**config.mk**
```make
export PLATFORM = sky130hd
export DESIGN_NAME = phy_tx_lane
export DESIGN_NICKNAME = d
export VERILOG_FILES = /design/src/rtl/phy_pkg.sv /design/src/rtl/encoder_8b_10b.sv /design/src/rtl/phy_tx_lane.sv
export SDC_FILE = /design/constraint.sdc
export NUM_CORES = 1
export LEC_CHECK = 0
export CAP_MARGIN = 20
export CELL_PAD_IN_SITES_DETAIL_PLACEMENT = 1
export CELL_PAD_IN_SITES_GLOBAL_PLACEMENT = 2
export CORE_ASPECT_RATIO = 0.5
export CORE_MARGIN = 5
export CORE_UTILIZATION = 31
export DETAILED_ROUTE_END_ITERATION = 8
export PLACE_DENSITY = 0.77
export SETUP_SLACK_MARGIN = 0.05
export SLEW_MARGIN = 20
export SYNTH_ARGS = -nofsm -noshare
export SYNTH_HDL_FRONTEND = slang
export SYNTH_SLANG_ARGS = --single-unit
```
**constraint.sdc**
```tcl
create_clock -name clk_w_x10 -period 1.8 [get_ports clk_w_x10]
set_input_delay 0.18 -clock clk_w_x10 [delete_from_list [all_inputs] [get_ports clk_w_x10]]
set_output_delay 0.18 -clock clk_w_x10 [all_outputs]
set_load 0.05 [all_outputs]
```
**src/rtl/phy_pkg.sv**
```systemverilog
// Shared constants for the PHY lane: comma codes, idle/comma bytes and the legal K-byte set.
package phy_pkg;

  typedef enum logic {
    ST_IDLE   = 1'b0,
    ST_ACTIVE = 1'b1
  } tx_state_e;

  localparam logic [9:0] COM_M    = 10'b0101111100;
  localparam logic [9:0] COM_P    = 10'b1010000011;
  localparam logic [7:0] K28_5    = 8'hBC;
  localparam logic [7:0] D0_0     = 8'h00;
  localparam logic [3:0] BIT_LAST = 4'd9;

  localparam int NUM_LEGAL_K = 12;
  localparam logic [7:0] LEGAL_K [NUM_LEGAL_K] = '{
    8'h1C, 8'h3C, 8'h5C, 8'h7C, 8'h9C, K28_5, 8'hDC, 8'hFC,
    8'hF7, 8'hFB, 8'hFD, 8'hFE
  };

  function automatic logic is_legal_k(input logic [7:0] b);
    is_legal_k = 1'b0;
    for (int i = 0; i < NUM_LEGAL_K; i++) begin
      if (b == LEGAL_K[i]) is_legal_k = 1'b1;
    end
  endfunction

endpackage

```
**src/rtl/encoder_8b_10b.sv**
```systemverilog
// Combinational 8b/10b encoder with running disparity; illegal K bytes become K28.5.
module encoder_8b_10b
  import phy_pkg::*;
(
  input  logic [7:0] data,
  input  logic       k,
  input  logic       rd_in,
  output logic [9:0] code,
  output logic       rd_out,
  output logic       k_err
);

  logic [4:0] x;
  logic [2:0] y;
  logic [5:0] base6, code6;
  logic [3:0] base4, code4;
  logic       flip6, unbal6, k28, rd_mid;
  logic       flip4, unbal4, alt7;
  logic [9:0] abc;

  assign x     = data[4:0];
  assign y     = data[7:5];
  assign k28   = k & (x == 5'd28);
  assign k_err = k & ~is_legal_k(data);

  // base6 is the RD- code in abcdei order; flip6 marks codes whose RD+ form is the complement
  always_comb begin
    {flip6, base6} = 7'b0_000000;
    case (x)
      5'd0:  {flip6, base6} = 7'b1_100111;
      5'd1:  {flip6, base6} = 7'b1_011101;
      5'd2:  {flip6, base6} = 7'b1_101101;
      5'd3:  {flip6, base6} = 7'b0_110001;
      5'd4:  {flip6, base6} = 7'b1_110101;
      5'd5:  {flip6, base6} = 7'b0_101001;
      5'd6:  {flip6, base6} = 7'b0_011001;
      5'd7:  {flip6, base6} = 7'b1_111000;
      5'd8:  {flip6, base6} = 7'b1_111001;
      5'd9:  {flip6, base6} = 7'b0_100101;
      5'd10: {flip6, base6} = 7'b0_010101;
      5'd11: {flip6, base6} = 7'b0_110100;
      5'd12: {flip6, base6} = 7'b0_001101;
      5'd13: {flip6, base6} = 7'b0_101100;
      5'd14: {flip6, base6} = 7'b0_011100;
      5'd15: {flip6, base6} = 7'b1_010111;
      5'd16: {flip6, base6} = 7'b1_011011;
      5'd17: {flip6, base6} = 7'b0_100011;
      5'd18: {flip6, base6} = 7'b0_010011;
      5'd19: {flip6, base6} = 7'b0_110010;
      5'd20: {flip6, base6} = 7'b0_001011;
      5'd21: {flip6, base6} = 7'b0_101010;
      5'd22: {flip6, base6} = 7'b0_011010;
      5'd23: {flip6, base6} = 7'b1_111010;
      5'd24: {flip6, base6} = 7'b1_110011;
      5'd25: {flip6, base6} = 7'b0_100110;
      5'd26: {flip6, base6} = 7'b0_010110;
      5'd27: {flip6, base6} = 7'b1_110110;
      5'd28: {flip6, base6} = 7'b0_001110;
      5'd29: {flip6, base6} = 7'b1_101110;
      5'd30: {flip6, base6} = 7'b1_011110;
      5'd31: {flip6, base6} = 7'b1_101011;
      default: {flip6, base6} = 7'b0_000000;
    endcase
    if (k28) {flip6, base6} = 7'b1_001111;
  end

  // D.7 alternates between 111000/000111 but is disparity-neutral
  assign unbal6 = flip6 & ~((x == 5'd7) & ~k28);
  assign code6  = (rd_in & flip6) ? ~base6 : base6;
  assign rd_mid = rd_in ^ unbal6;

  assign alt7 = (~rd_mid & ((x == 5'd17) | (x == 5'd18) | (x == 5'd20))) |
                ( rd_mid & ((x == 5'd11) | (x == 5'd13) | (x == 5'd14)));

  always_comb begin
    {flip4, base4} = 5'b0_0000;
    if (k) begin
      case (y)
        3'd0: {flip4, base4} = 5'b1_1011;
        3'd1: {flip4, base4} = 5'b1_0110;
        3'd2: {flip4, base4} = 5'b1_1010;
        3'd3: {flip4, base4} = 5'b1_1100;
        3'd4: {flip4, base4} = 5'b1_1101;
        3'd5: {flip4, base4} = 5'b1_0101;
        3'd6: {flip4, base4} = 5'b1_1001;
        default: {flip4, base4} = 5'b1_0111;
      endcase
    end else begin
      case (y)
        3'd0: {flip4, base4} = 5'b1_1011;
        3'd1: {flip4, base4} = 5'b0_1001;
        3'd2: {flip4, base4} = 5'b0_0101;
        3'd3: {flip4, base4} = 5'b1_1100;
        3'd4: {flip4, base4} = 5'b1_1101;
        3'd5: {flip4, base4} = 5'b0_1010;
        3'd6: {flip4, base4} = 5'b0_0110;
        default: {flip4, base4} = alt7 ? 5'b1_0111 : 5'b1_1110;
      endcase
    end
  end

  assign unbal4 = (y == 3'd0) | (y == 3'd4) | (y == 3'd7);
  assign code4  = (rd_mid & flip4) ? ~base4 : base4;
  assign abc    = {code6, code4};

  // Line order is a first, so code[0] = a and code[9] = j
  always_comb begin
    code   = '0;
    rd_out = rd_mid ^ unbal4;
    if (k_err) begin
      code   = rd_in ? COM_P : COM_M;
      rd_out = ~rd_in;
    end else begin
      for (int i = 0; i < 10; i++) code[i] = abc[9 - i];
    end
  end

endmodule

```
**src/rtl/phy_tx_lane.sv**
```systemverilog
// Per-lane PHY transmitter: ready/valid symbol intake, 8b/10b encode, LSB-first serializer.
module phy_tx_lane
  import phy_pkg::*;
(
  input  logic       clk_w_x10,
  input  logic       rstn_asyn,
  input  logic       tx_en,
  input  logic       sym_valid,
  input  logic [7:0] sym_data,
  input  logic       sym_k,
  output logic       sym_ready,
  output logic       data_bit,
  output logic       tx_active,
  output logic       sym_start,
  output logic       underrun,
  output logic       code_err
);

  tx_state_e  state_q;
  logic [3:0] bit_cnt_q;
  logic [9:0] tx_shift_q;
  logic       rd_q;
  logic       data_bit_q, tx_active_q, sym_start_q, underrun_q, code_err_q;

  logic       load;
  logic [7:0] enc_data;
  logic       enc_k;
  logic [9:0] shift_d;
  logic       rd_d, k_err_d;

  assign load = tx_en & ((state_q == ST_IDLE) |
                         ((state_q == ST_ACTIVE) & (bit_cnt_q == BIT_LAST)));

  // An empty load slot still sends a code so the line never gaps
  assign enc_data = sym_valid ? sym_data : D0_0;
  assign enc_k    = sym_valid & sym_k;

  encoder_8b_10b u_enc (
    .data   (enc_data),
    .k      (enc_k),
    .rd_in  (rd_q),
    .code   (shift_d),
    .rd_out (rd_d),
    .k_err  (k_err_d)
  );

  always_ff @(posedge clk_w_x10 or negedge rstn_asyn) begin
    if (!rstn_asyn) begin
      state_q     <= ST_IDLE;
      bit_cnt_q   <= '0;
      tx_shift_q  <= '0;
      rd_q        <= 1'b0;
      data_bit_q  <= 1'b0;
      tx_active_q <= 1'b0;
      sym_start_q <= 1'b0;
      underrun_q  <= 1'b0;
      code_err_q  <= 1'b0;
    end else begin
      sym_start_q <= 1'b0;
      underrun_q  <= 1'b0;
      code_err_q  <= 1'b0;
      if (load) begin
        state_q     <= ST_ACTIVE;
        bit_cnt_q   <= '0;
        tx_shift_q  <= shift_d;
        rd_q        <= rd_d;
        data_bit_q  <= shift_d[0];
        tx_active_q <= 1'b1;
        sym_start_q <= 1'b1;
        underrun_q  <= ~sym_valid;
        code_err_q  <= k_err_d;
      end else if (state_q == ST_ACTIVE) begin
        if (bit_cnt_q == BIT_LAST) begin
          state_q     <= ST_IDLE;
          bit_cnt_q   <= '0;
          data_bit_q  <= 1'b0;
          tx_active_q <= 1'b0;
        end else begin
          bit_cnt_q  <= bit_cnt_q + 4'd1;
          tx_shift_q <= tx_shift_q >> 1;
          data_bit_q <= tx_shift_q[1];
        end
      end
    end
  end

  assign sym_ready = load;
  assign data_bit  = data_bit_q;
  assign tx_active = tx_active_q;
  assign sym_start = sym_start_q;
  assign underrun  = underrun_q;
  assign code_err  = code_err_q;

endmodule
```
* Word-level counts from Yosys, hierarchy flattened
Memories as Yosys holds them, arrays and structs flattened.
Index checks and enable logic that the tools add are counted.
** Operators by class
- Muxes and demuxes :: 44
- Bitwise operators :: 30
- Reductions and logical operators :: 7
- Equal/unequal tests :: 29
- $add $sub $neg :: 1
** Operators with widths (number)
- equality test 8 bit (second input constant) :: 8
- case mux 4 bit (7 select lines) :: 2
- two-way mux 10 bit :: 5
- two-way mux 1 bit :: 27
- two-way mux 4 bit :: 6
- equality test 5 bit (second input constant) :: 4
- equality test 8 x 7 -> 1 bit (second input constant) :: 2
- equality test 5 x 4 -> 1 bit (second input constant) :: 3
- equality test 3 bit (second input constant) :: 4
- two-way mux 6 bit :: 2
- AND 1 bit :: 11
- equality test 8 x 5 -> 1 bit (second input constant) :: 1
- equality test 8 x 6 -> 1 bit (second input constant) :: 1
- two-way mux 8 bit :: 1
- OR 1 bit :: 8
- NOT 1 bit :: 7
- equality test 3 x 2 -> 1 bit (second input constant) :: 2
- NOT 6 bit :: 1
- equality test 5 x 3 -> 1 bit (second input constant) :: 1
- adder 4 x 1 -> 4 bit (second input constant) :: 1
- equality test 4 bit (second input constant) :: 1
- NOT 4 bit :: 1
- AND reduction 2 bit :: 2
- nonzero test 2 bit :: 2
- other kinds (7) :: 8
** Word-level totals
- Word-level logic and storage cells :: 121
- Output and inout bits :: 6
- Input port bits :: 13
- Memories :: 1
- Memory bits (read-only) :: 224
- Register bits after elaboration :: 21
** Memory list
- (no name shown) :: depth 32, width 7, rd ports 1, clocked after memory_dff 0, write ports 0, line encoder_8b_10b.sv:29 : case (x)

* Longest topological paths before layout
Gate-level depths: netlist of run 1.
- Depth in word-level cells :: 18
- Depth in mapped cells :: 14
- Depth with buffers taken out :: 10

* Cells and area by module
From an unflattened synthesis of run 1, not the netlist that was laid out.
** Second synthesis, totals
- Cell total of the unflattened synthesis :: 244
- Area, all modules :: 1926.8 µm²
** Modules (own cells, without submodules)
- encoder_8b_10b :: sequential area each 0.0 µm², cells an instance 152, times used 1, area an instance 963.4 µm²
- phy_tx_lane :: sequential area each 500.5 µm², cells an instance 92, times used 1, area an instance 963.4 µm²

* Worst setup path after synthesis of run 1
No wires, ideal clock.
- Path kind :: input port to flip-flop
- From :: input port sym_valid
- To :: register tx_shift_q[9]
- Path slack :: -0.959 ns
- Setup time :: 0.122 ns
- Buffers on the path :: 4
- Arrival time :: 2.637 ns
- Data required time :: 1.678 ns
- Cell stages on the path :: 14
- Cell sequence :: buf_6 > buf_2 > clkbuf_1 > nand2_1 > inv_1 > ha_1 > buf_6 > and3_1 > a211oi_1 > o21a_2 > a211o_1 > a21oi_4 > xor2_1 > a32o_1
** Between the ends
- Longest elaborated chain between the ends :: 18
- Elaborated cells between the ends (all ways) :: 72
- Those cells by class :: eq/ne (26); mux (23); bitwise (19); reduce/logical (3); memory (1)
** Ends and longest elaborated chain
- start: declaration :: line phy_tx_lane.sv:8 : input logic sym_valid,
- branches (longest 16 deep; another with memory (32 x 7 bit))
- two-way mux 10 bit * :: line encoder_8b_10b.sv:110 : if (k_err) begin
- two-way mux 10 bit * :: line phy_tx_lane.sv:62 : if (load) begin
- end signal: assignment :: line phy_tx_lane.sv:65 : tx_shift_q <= shift_d;
- end signal: assignment :: line phy_tx_lane.sv:80 : tx_shift_q <= tx_shift_q >> 1;
- end: declaration :: line phy_tx_lane.sv:21 : logic [9:0] tx_shift_q;
Every way passes the cells marked *.
A chain may end at the register's enable or synchronous reset.

* Worst setup path in the final report of run 1
Same ends and word-level chain as after synthesis.

==> results of run 1 <==
## flip-flops by register name, indices dropped and copies added, names as in the netlist
register / flops
bit_cnt_q: 4
code_err: 1
data_bit: 1
rd_q: 1
state_q: 1
sym_start: 1
tx_active: 1
tx_shift_q: 9
underrun: 1
## logic make-up (layout without fill, tap and decap cells)
logic type	Yosys count	in the layout	synth area share
AND/OR/NAND/NOR	103	103	0.248
AO/OA/AOI/OAI	97	97	0.324
buffers and inverters	34	110	0.0822
flip-flops	20	20	0.230
multiplexers	10	10	0.0472
adder cells (fa/ha/maj)	7	7	0.0403
XOR/XNOR	7	7	0.0282
## through the flow
step                 util  total power, µW  cells  hold WS [ns]
finish              0.490             2810    446         0.269
global route        0.490             3000    446         0.328
CTS                 0.477             2760    443         0.283
detailed placement  0.437             2220    431         0.475
global placement    0.437             2140    431         0.458
floorplan               -             1640    278        -0.116
## cell type report
| class | count | area [µm²] | share of cell area |
|---|---|---|---|
| Multi-Input combinational cell | 224 | 1740 | 0.526 |
| Timing Repair Buffer | 94 | 821 | 0.248 |
| Sequential cell | 20 | 500 | 0.151 |
| Tap cell | 92 | 115 | 0.0348 |
| Clock buffer | 3 | 75.1 | 0.0227 |
| Inverter | 13 | 56.3 | 0.0170 |
## metal layers
metal / routed length (µm) / GRT usage
met1: 3660 / 0.233
met2: 3650 / 0.299
met3: 202 / 0.0146
met4: 81 / 0.0318
met5: 0 / 0
## cells in the final DEF, fill, tap and decap left out, drive strengths merged, types with 3 or more instances in the layout
| cell | instances |
|---|---|
| buf | 79 |
| xnor2 | 6 |
| nor2b | 7 |
| ha | 7 |
| a211o | 3 |
| o21ai | 25 |
| and3 | 5 |
| inv | 13 |
| nor3b | 4 |
| dfrtp | 20 |
| nand2b | 8 |
| a22oi | 5 |
| a31oi | 6 |
| nor3 | 4 |
| clkdlybuf4s50 | 9 |
| mux2i | 8 |
| nor2 | 22 |
| a21o | 3 |
| nand3 | 6 |
| o21a | 3 |
| and2 | 3 |
| a211oi | 9 |
| nand2 | 27 |
| a22o | 3 |
| nand4 | 5 |
| a21oi | 18 |
| clkbuf | 3 |
| o2111ai | 3 |
## worst paths after layout
kind / start / to / cells after the start
max reg2reg: rd_q / tx_shift_q[9] / 7
max: sym_valid / tx_shift_q[9] / 11
min reg2reg: tx_shift_q[3] / tx_shift_q[2] / 1
min: rstn_asyn / data_bit / 2
min in group clk_w_x10: sym_valid / underrun / 3
max in group asynchronous: rstn_asyn / tx_shift_q[9] / 2
## critical path, cell delays in order
cell and delay [ns]:
buf_8 0.10, and2_4 0.18, inv_4 0.08, ha_4 0.16, and3_4 0.20, nand4_1 0.20, buf_4 0.22, a21o_4 0.22
mux2i_2 0.16, xor2_1 0.16, a32o_1 0.25
## timing repair
item,4_1_cts,5_1_grt
cloned,1,0
hold buffers,0,0
buffers inserted,8,3
endpoints found under the setup margin,13,12
resized for setup,49,12
pin swaps,23,11
## power groups by stage
| stage | clock network [µW] | registers (µW) | logic, µW |
|---|---|---|---|
| 6_report | 454 | 694 | 1660 |
| 5_1_grt | 482 | 713 | 1800 |
| 4_1_cts | 464 | 694 | 1600 |
| 3_5_place_dp | 0 | 700 | 1520 |
| 3_3_place_gp | 0 | 692 | 1450 |
| 2_1_floorplan | 0 | 792 | 848 |
==> summary.md, run 1 <==
| Metric | Value |
|---|---|
| Pin slew with the least headroom to its limit | 0.498 ns |
| Violated checks | setup timing |
| Largest net degree at the start of global routing | 27 |
| Die footprint | 8900 µm² |
| Synth warn | 0 |
| Post-route DRC | 0 |
| Worst slew margin | 0.667 |
| IO Count | 19 |
| Core Box Area | 6750 µm² |
| Starting density of the core | 0.322 |
| Gr usage total | 0.172 |
| Fin. Hold Viols | 0 |
| Die Ht | 69.2 µm |
| Dominant cell type by area after synthesis | dfrtp_1 |
| Leak Pwr | 0.00144 µW |
| First-pass GRT wire length | 12700 µm |
| Post-place setup slack | -0.997 ns |
| N_diodes | 0 |
| Via count | 2397 |
| Data required time at the worst endpoint | 1.94 ns |
| Worst Path Arrival | 2.11 ns |
| Switching share of total power | 0.407 |
| Fin worst setup slack | -0.171 ns |
| Final Skew | 0.00204 ns |
| Clock root cell | clkbuf_16 |
| Final instance area | 3310 µm² |
| Cell Int Power | 1670 µW |
| Worst reg2reg setup slack | 0.07 ns |
| EDFF count, synth | 0 |
| Number of global-route vias before repair | 2501 |
| Clock Power Share | 0.162 |
| HP Class | in2async |
| Clock transition at the registers of the reported paths | 0.05 ns |
| Post-synthesis cell count | 278 |
| Placed Area | 2950 µm² |
| CTS tree | yes |
| Final worst path period share | 1.10 |
| Syn nets | 298 |
| Area share of the largest cell type after synthesis | 0.230 |
| Sequential share of the synthesized area | 0.230 |
| Crit Path Max Fanout | 4 |
| Status | complete, but fails checks |
| Worst-skew pair later-pin latency | 0.25 ns |
| Nets | 376 |
| Ranking of synthesized cells by area | dfrtp_1, o21ai_0, nand2_1 |
| Die width | 128 µm |
| Core Rows | 21 |
| PwrDens | 850 nW/µm² |
| Buffers on Ports | 18 |
| Antenna violations before repair | 0 |
| Psw | 1140 µW |
| WL/cell | 17.0 µm |
| Final setup fails | 10 |
| RSZ-0062 raised after global routing | yes |
| Synth Area per Inst | 7.83 µm² |
| Fill cells | 798 |
| Share of async-settable or async-resettable flops after synthesis | 1.00 |
| Synth cell types | 64 |
| Dpl hpwl | 5640 µm |
| Global placer's final weighted congestion | 0.747 |
| Bufs on Longest Clock Path | 2 |
| Max-slew violation count | 0 |
| Share of layout cells above drive strength 1 | 0.376 |
| Vias/cell | 5.37 |
| VDD IR max | 0.000396 V |
| Class of the most critical setup path | in2reg |
| Setup TNS | -1.01 ns |
| Max Cap Viol | 0 |
| Combinational Power Share | 0.591 |
| CP endpoint kind | flip-flop |
| Sink Count | 20 |
| Worst Setup Start Kind | input pin |
| H-tree levels | 1 |
| DRT iter0 DRCs | 113 |
| Synth top cells by count | nand2_1, nor2_1, o21ai_0 |
| Post-synthesis cell area | 2180 µm² |
| Yosys reg bits | 20 |
| Antenna Nets Post-Route | 0 |
| Min cycle time layout | 1.97 ns |
| Top_reg_cell synth | dfrtp_1 |
| Layout Area Growth over Synthesis | 51.9% |
| GRT overflow | 0 |
| F_max | 0.507 GHz |
| Total CTS buffers | 3 |
| Pre-antenna DRT Iters | 4 |
| Count leader, synth | nand2_1 |
| Sequential power share | 0.247 |
| Final wirelength | 7600 µm |
(Power assumes the default switching activity.)
==> inputs of run 2 (changes only) <==
- CAP_MARGIN: 20 -> 5
==> results of run 2 <==
Final layout, timing and power as in run 1 (identical DEF).
==> inputs of run 3 (changes only) <==
- GPL_TIMING_DRIVEN: not set -> 0
==> run 3 against run 2 <==
Net effect: the run still ends with setup timing left; fmax down 7.8%; worst hold slack better by 0.12 ns; global-route usage down 1.8 points; first-iteration DRC count up 36%; critical endpoint unchanged; largest power group unchanged.
==> summary.md, run 3 (synthesis results as in run 1) <==
| Metric | Value |
|---|---|
| Share of layout cells above drive strength 1 | 0.300 (-0.0757) |
| Layout Area Growth over Synthesis | 39.1% |
| Non-Filler Instances | 412 (-7.6%) |
| Commonest non-fill, non-tap cell in the layout | nand2_1 |
| Slowest stage cell, crit path | or2_2 |
| Status | complete, but fails checks |
| Final wirelength | 6890 µm (-9.4%) |
| Via count | 2238 (-6.6%) |
| Leak Pwr | 0.00126 µW (-12%) |
| Core Box Area | 6750 µm² (unchanged) |
| Worst Setup Start Kind | input pin |
| Die footprint | 8900 µm² (unchanged) |
| DRT iter0 DRCs | 154 (+36%) |
| Nets | 341 (-9.3%) |
| Dpl hpwl | 5180 µm (-8.1%) |
| Starting density of the core | 0.322 (unchanged) |
| Register with the most flip-flops | tx_shift_q |
| CTS tree | yes |
| Sink Count | 20 (unchanged) |
| Pre-antenna DRT Iters | 4 (unchanged) |
| Number of global-route vias before repair | 2265 (-9.4%) |
| Antenna violations before repair | 0 (unchanged) |
| VDD IR max | 0.000376 V (-5.0%) |
| Crit Path Max Fanout | 5 (+1) |
| Hold WS | 0.388 ns (+0.119 ns) |
| Worst Path Arrival | 2.28 ns (+0.17 ns) |
| Buffers on Ports | 16 (-2) |
| Final worst path period share | 1.19 (+0.0927) |
| Global placer's final weighted congestion | 0.778 (+4.0%) |
| Slowest cell delay on critical path | 0.28 ns (+0.03 ns) |
| Fin. Hold Viols | 0 (unchanged) |
| Die Ht | 69.2 µm (unchanged) |
| Bufs on Longest Clock Path | 2 (unchanged) |
| Placed Area | 2590 µm² (-12%) |
| GRT overflow | 0 (unchanged) |
| Final Skew | 0.00160 ns (-0.000439 ns) |
| Die width | 128 µm (unchanged) |
| Placed insts | 386 (-10%) |
| Max Cap Viol | 0 (unchanged) |
| Vias/cell | 5.43 (+1.1%) |
| F_max | 0.468 GHz (-7.8%) |
| CP Cell Sequence | buf_12 > buf_8 > and2_4 > ha_4 > or2_2 > a21oi_2 > o21a_4 > a21o_4 > mux2i_2 > xor2_1 > a32o_1 |
| IO Count | 19 (unchanged) |
| Violated checks | setup timing |
| Clock transition at the registers of the reported paths | 0.05 ns (about the same) |
| Largest net degree at the start of global routing | 21 (-22%) |
| Most frequent cells in the layout | nand2_1, buf_4, nor2_1, dfrtp_1, o21ai_0 |
| Largest registers | tx_shift_q: 9 flops, bit_cnt_q: 4 flops |
| RSZ-0062 raised after global routing | yes |
| Post-route DRC | 0 (unchanged) |
| Data required time at the worst endpoint | 1.94 ns (about the same) |
| Antenna Nets Post-Route | 0 (unchanged) |
| Max-slew violation count | 0 (unchanged) |
| PwrDens | 914 nW/µm² (+7.6%) |
| HP Class | in2reg |
| Worst slew margin | 0.412 (-0.255) |
| Core Rows | 21 (unchanged) |
| N_diodes | 0 (unchanged) |
| WL/cell | 16.7 µm (-1.9%) |
| Fin worst setup slack | -0.338 ns (-0.167 ns) |
| Hold_buf cts | 0 (unchanged) |
| Clock root cell | clkbuf_16 |
| CP endpoint kind | flip-flop |
| First-pass GRT wire length | 11400 µm (-9.8%) |
| H-tree levels | 1 (unchanged) |
| Largest register FFs | 9 (unchanged) |
| Class of the most critical setup path | in2reg |
| Gr usage total | 0.153 (-0.0184) |
| Min cycle time layout | 2.14 ns (+0.167 ns) |
| Worst-skew pair later-pin latency | 0.25 ns (about the same) |
| Final setup fails | 11 (+1) |
| Final instance area | 3030 µm² (-8.4%) |
| Pin slew with the least headroom to its limit | 0.879 ns (+0.381 ns) |
| Total CTS buffers | 3 (unchanged) |
run 3: worst paths after layout:
kind                                    start            end  slack, ns  cells after the start
min in group asynchronous           rstn_asyn   bit_cnt_q[1]       0.43                      1
worst min-delay path                sym_valid       underrun       0.39                      4
max in group asynchronous           rstn_asyn      tx_active       0.83                      1
worst min register to register  tx_shift_q[3]  tx_shift_q[2]       0.48                      1
worst max-delay path                sym_valid  tx_shift_q[9]      -0.34                     11
worst max register to register           rd_q  tx_shift_q[9]      -0.13                      7
run 3: per-layer routing:
metal | global-route usage | vias to the layer above | part of all wire
li1 | - | 1108 | -
met1 | 0.228 | 1102 | 0.52
met2 | 0.239 | 23 | 0.45
met3 | 0.0138 | 5 | 0.020
met4 | 0.0341 | 0 | 0.0083
met5 | 0 | - | 0
run 3: area by class of cell:
class,instances,area [µm²]
fillers,794,3730
multi-input cells,224,1730
flip-flops and latches,20,500
repair buffers,39,339
plain buffers,20,183
well taps,92,115
clock buffers,3,75.1
inverters,13,53.8
clock inverters,1,30.0
run 3: per-stage QoR:
step / TNS, ns / setup slack [ns] / utilization / total power [µW]
global route: -3.51 / -0.446 / 0.448 / 2950
global placement: -10.97 / -0.992 / 0.384 / 1930
floorplan: -5.85 / -0.639 / - / 1640
finish: -2.59 / -0.338 / 0.448 / 2770
detailed placement: -11.57 / -1.04 / 0.384 / 1990
CTS: -4.00 / -0.433 / 0.435 / 2700
run 3: what timing repair did:
item                                    4_1_cts  5_1_grt
endpoints found under the setup margin       15       13
setup buffers                                16        6
resized for setup                            35       27
gates cloned                                  0        1
pin swaps                                    23       17
run 3: power by group:
part / switching, µW / internal (µW) / total (µW)
Sequential: 148 / 604 / 752
Combinational: 782 / 628 / 1410
Clock: 163 / 441 / 604
Total: 1090 / 1670 / 2770
run 3: critical path: cells and delay by family:
family,cells,cell delay (ns)
adder cells (fa/ha/maj),1,0.23
AND/OR/NAND/NOR,2,0.47
buffers and inverters,2,0.22
multiplexers,1,0.25
AO/OA/AOI/OAI,4,0.81
XOR/XNOR,1,0.11
==> variant 1, RTL diff (flow settings as in run 3) <==
Register the output `underrun` once more, cleared by the reset; this adds one clock of latency there. The other outputs are not delayed to match.
--- a/src/rtl/phy_tx_lane.sv
+++ b/src/rtl/phy_tx_lane.sv
@@ -90,3 +90,9 @@
   assign sym_start = sym_start_q;
-  assign underrun  = underrun_q;
+  always_ff @(posedge clk_w_x10 or negedge rstn_asyn) begin
+    if (!rstn_asyn) begin
+      underrun <= '0;
+    end else begin
+      underrun <= underrun_q;
+    end
+  end
   assign code_err  = code_err_q;
Behaviour: not the same (Yosys sat finds a counterexample within 4 cycles, from zero or initial values and one cycle with rstn_asyn low).
==> variant 1 against run 3 <==
  * The flow still finishes with violations (negative setup slack)
  * Power rose by 4.1%
  * Clock skew about the same
  * Routed wire length rose by 8.0%
  * Design area increased by 4.5%
  * Synthesized area down 4.5%
  * Combinational power increased by 16%
  * Count of clock-buffer cells in the layout is 1 higher
  * Non-clock buffer count rose by 5
  * Sequential power up 3.7%
  * Largest power group unchanged
  * Sequential cell count is 1 higher
  * Critical path depth is 3 higher
  * Worst setup slack worse by 470 ps
  * Highest routed layer unchanged
==> variant 1: results (changes against run 3) <==
status=finished with violations (unchanged); failing checks=negative setup slack (unchanged); Min-Delay Path Class=reg2reg (was in2reg); total negative slack=-6730 ps (was -2590 ps); Worst Hold Slack=355 ps (was 388 ps); Largest stage delay, worst path=400 ps (was 280 ps); post-route ant nets=0 (unchanged); first-pass GRT wire length=11700 µm (was 11400 µm); GR Util All Layers=17.0% (was 15.3%); Starting DRT DRC Count=160 (was 154); ranking of synthesized cells by area=dfrtp_1 (25%), o21ai_0 (5.8%), a21oi_1 (4.6%) (was dfrtp_1 (23%), o21ai_0 (4.8%), nand2_1 (4.5%)); Hold Crit Depth=0 (was 4); largest net degree at the start of global routing=22 (was 21); Pleak=0.00125 µW (was 0.00126 µW); post-synthesis cell type count=65 (was 64); critical path peak fanout=4 (was 5); Fin Clk Skew=2.03 ps (was 1.60 ps); Reg2Reg Depth=6 (was 7); XOR/XNOR Fraction of Synth Area=1.69% (was 2.82%); Final Wtd Congestion=0.816 (was 0.778); sequential share of the synthesized area=25.3% (was 23.0%); critical path arrival=2770 ps (was 2280 ps); final setup fails=13 (was 11); Int Pwr=1670 µW (about the same); worst slew pin tran=620 ps (was 879 ps); Mapped Nets=287 (was 298); slowest stage cell, crit path=a211oi_4 (was or2_2); R2R Setup Slk=-430 ps (was -130 ps); r2r endpoint=tx_shift_q[6]$_DFFE_PN0P_ (was tx_shift_q[9]$_DFFE_PN0P_); via count=2247 (was 2238); Root Buffer=clkbuf_16 (unchanged); Final WS setup=-803 ps (was -338 ps); hpwl dp=4870 µm (was 5180 µm); Post-synth top cells=o21ai_0 (24), nand2_1 (22), dfrtp_1 (21), nor2_1 (20), a21oi_1 (19) (was nand2_1 (26), nor2_1 (22), o21ai_0 (21), dfrtp_1 (20), a21oi_1 (17)); I/O Buffers=14 (was 16); Max VDD drop=0.000358 V (was 0.000376 V); total gr overflow=0 (unchanged); Post-Synth Adder-Cell Area=5.18% (was 4.03%); Final nets=339 (was 341); number of global-route vias before repair=2275 (was 2265); compound-cell area share of the yosys netlist=31.9% (was 32.4%); clock buffer depth=2 (unchanged); drt wl/cell=18.1 µm (was 16.7 µm); ANT cells=0 (unchanged); HP Start=underrun_q$_DFF_PN0_ (was sym_valid); pre-CTS WS=-1910 ps (was -1040 ps); share of cells above drive strength 1=35.2% (was 30.0%); mux contribution to synthesized area=4.70% (was 4.72%)
==> variant 1: cell count changes in the layout (fill, tap and decap cells not counted), sizes merged, moves of 3 or more <==
cell           change
nor3               +7
buf                +6
nand2              -5
a31oi              -4
xnor2              -4
a21oi              +3
a22o               +3
a22oi              -3
clkdlybuf4s50      -3
nand2b             -3
o2111ai            -3
or3                +3
==> variant 1: cell type report <==
type,instances,area (µm²)
buffer,16,133
multi-input combinational,217,1820
fill,757,3430
sequential,21,526
timing repair buffer,48,447
tap,92,115
inverter,12,47.5
clock buffer,4,78.8
==> variant 1: metrics by stage <==
step | instance area (µm²) | instances | util (%)
5_1_grt | 3160 | 410 | 48.0
2_1_floorplan | 2200 | 267 | -
3_3_place_gp | 2450 | 373 | 37.2
6_report | 3160 | 410 | 48.0
3_5_place_dp | 2450 | 373 | 37.2
4_1_cts | 2880 | 395 | 43.6
==> variant 1: worst max-delay path by stage <==
stage | slack [ps] | from | depth (start not counted) | endpoint
after global placement | -1830 | sym_valid | 15 | tx_shift_q[6]$_DFFE_PN0P_
after detailed placement | -1910 | sym_valid | 15 | tx_shift_q[6]$_DFFE_PN0P_
after CTS | -860 | sym_valid | 15 | tx_shift_q[6]$_DFFE_PN0P_
after floorplan | -870 | sym_valid | 14 | tx_shift_q[6]$_DFFE_PN0P_
final | -800 | sym_valid | 14 | tx_shift_q[6]$_DFFE_PN0P_
after global routing | -870 | sym_valid | 14 | tx_shift_q[6]$_DFFE_PN0P_
==> variant 1: routing by layer <==
metal  GRT usage, %  routed length (µm)  vias to the layer above
li1               -                   -                     1098
met1           23.5                3830                     1121
met2           29.3                3420                       22
met3           1.95                 139                        6
met4           3.34                  50                        0
met5              0                   0                        -
==> variant 1: worst max-delay path, delay by kind of cell <==
| kind | cells | cell delay (ps) |
|---|---|---|
| buf+inv | 5 | 690 |
| compound gates | 4 | 670 |
| mux | 1 | 300 |
| fa+ha+maj | 1 | 240 |
| simple gates | 3 | 680 |
==> variant 1: logic make-up (layout without fill, tap and decap cells) <==
logic type	count (synthesis)	count (layout)
buffers and inverters	30	80
DFF	21	21
xor gates and xnor gates	4	4
adders and majority gates	9	9
AOI/OAI and AO/OA	94	95
muxes	9	9
and+or+nand+nor	100	100
==> variant 1: power groups by stage <==
| stage | logic, µW | clock network, µW | registers (µW) |
|---|---|---|---|
| 2_1_floorplan | 834 | 0 | 821 |
| 3_3_place_gp | 1170 | 0 | 760 |
| 3_5_place_dp | 1220 | 0 | 771 |
| 4_1_cts | 1430 | 474 | 779 |
| 5_1_grt | 1760 | 503 | 804 |
| 6_report | 1640 | 464 | 780 |
==> variant 1: repair_timing <==
action                                  CTS  global route
resized for setup                        52            46
pin swaps                                18            31
setup buffers                            19            15
hold buffers                              0             1
endpoints found under the setup margin   15            13
endpoints found under the hold margin     0            21
gates cloned                              0             1
==> variant 2, RTL diff (settings of run 3) <==
Without the edit above. Compare `bit_cnt_q` against `BIT_LAST` with >= in place of ==.
--- a/src/rtl/phy_tx_lane.sv
+++ b/src/rtl/phy_tx_lane.sv
@@ -31,3 +31,3 @@
   assign load = tx_en & ((state_q == ST_IDLE) |
-                         ((state_q == ST_ACTIVE) & (bit_cnt_q == BIT_LAST)));
+                         ((state_q == ST_ACTIVE) & (bit_cnt_q >= BIT_LAST)));
 
Behaviour: no difference found for any inputs over 10 cycles, from zero or initial values and one cycle with rstn_asyn low; that may be too few to reach the edited logic, so the function may still have changed.
==> variant 2 against run 3 <==
  * The flow still finishes with violations (negative setup slack)
  * Highest routed layer unchanged
  * Non-clock buffer count unchanged
  * Power increased by 8.5%
  * Routed wire length decreased by 5.7%
  * Critical path depth decreased by 3
  * Synthesized area decreased by 9.3%
  * Worst setup slack got worse by 150 ps
  * Die area decreased by 8.3%
  * Clock power increased by 3%
  * Design area decreased by 3.2%
  * Clock skew increased by 4.0 ps
  * Sequential cell count unchanged
  * Final cell count decreased by 6.6%
  * Core utilization increased by 3.0 points
==> variant 2: results (changes against run 3) <==
hpwl dp=4560 µm (was 5180 µm); Final nets=318 (was 341); Max VDD drop=0.000343 V (was 0.000376 V); pre-CTS WS=-1310 ps (was -1040 ps); post-synthesis cell type count=60 (was 64); share of cells above drive strength 1=34.7% (was 30.0%); XOR/XNOR Fraction of Synth Area=3.99% (was 2.82%); number of global-route vias before repair=2092 (was 2265); Pleak=0.00118 µW (was 0.00126 µW); Post-Synth Adder-Cell Area=4.44% (was 4.03%); Starting DRT DRC Count=84 (was 154); post-CTS sizing=51 (was 35); Final Wtd Congestion=0.844 (was 0.778); compound-cell area share of the yosys netlist=29.0% (was 32.4%); status=finished with violations (unchanged); Worst Hold Slack=333 ps (was 388 ps); GR Util All Layers=16.1% (was 15.3%); sequential share of the synthesized area=25.4% (was 23.0%); Post-synth top cells=nand2_1 (24), nor2_1 (24), a21oi_1 (21), dfrtp_1 (20), o21ai_0 (18) (was nand2_1 (26), nor2_1 (22), o21ai_0 (21), dfrtp_1 (20), a21oi_1 (17)); Hold Crit Depth=2 (was 4); first-pass GRT wire length=10600 µm (was 11400 µm); critical path peak fanout=10 (was 5); Hold Path End=bit_cnt_q[2]$_DFFE_PN0P_ (was underrun$_DFF_PN0_); failing checks=negative setup slack (unchanged); R2R Setup Slk=-250 ps (was -130 ps); Fin Clk Skew=5.64 ps (was 1.60 ps); Final WS setup=-486 ps (was -338 ps); final setup fails=13 (was 11); slowest stage cell, crit path=clkdlybuf4s50_1 (was or2_2); Setup Fix Bufs, Post-CTS=12 (was 16); fillers=713 (was 794)
==> variant 2: cell count changes in the layout (fill, tap and decap cells not counted), sizes merged, moves of 5 or more <==
cell | run 3 | this run
nor3 | 4 | 12
a211oi | 9 | 3
a31oi | 6 | 0
o32ai | 1 | 7
mux2i | 8 | 3
o21ai | 25 | 20
==> variant 2: stage by stage <==
stage               power, µW  instance area, µm²  util, %  setup TNS [ps]  instances
detailed placement       1990                2310     37.6          -14590        357
global placement         1920                2310     37.6          -14560        357
CTS                      2810                2760     45.0           -5930        371
global route             3200                2930     47.8           -5790        385
floorplan                1660                2080        -           -7640        257
finish                   3000                2930     47.8           -4630        385
==> variant 2: kinds of logic (layout without fill, tap and decap cells) <==
family          Yosys count  in the layout
buf+inv                  35             75
compound gates           82             82
xor+xnor                  9              9
mux                       5              5
fa+ha+maj                 7              7
flops                    20             20
simple gates             99             99
==> variant 2: area by class of cell <==
class | count | area, µm² | share of cell area [%]
Tap cell | 88 | 110 | 3.76
Sequential cell | 20 | 504 | 17.2
Buffer | 16 | 139 | 4.74
Clock buffer | 3 | 75.1 | 2.56
Inverter | 12 | 55.1 | 1.88
Clock inverter | 1 | 30.0 | 1.02
Timing Repair Buffer | 43 | 372 | 12.7
Multi-Input combinational cell | 202 | 1650 | 56.1
==> variant 2: layer usage <==
metal | wire, µm | up-vias | global-route usage (%) | part of all wire [%]
met5 | 0 | - | 0 | 0
met4 | 70 | 0 | 2.51 | 1.1
met3 | 150 | 9 | 2.05 | 2.3
met2 | 3030 | 28 | 27.9 | 47
met1 | 3240 | 999 | 21.9 | 50
li1 | - | 1011 | - | -
==> variant 2: power breakdown <==
group	leakage (µW)	internal (µW)	switching (µW)
combinational	0.000883	746	852
sequential	0.000244	628	151
clock	0.0000511	442	182
total	0.00118	1820	1190
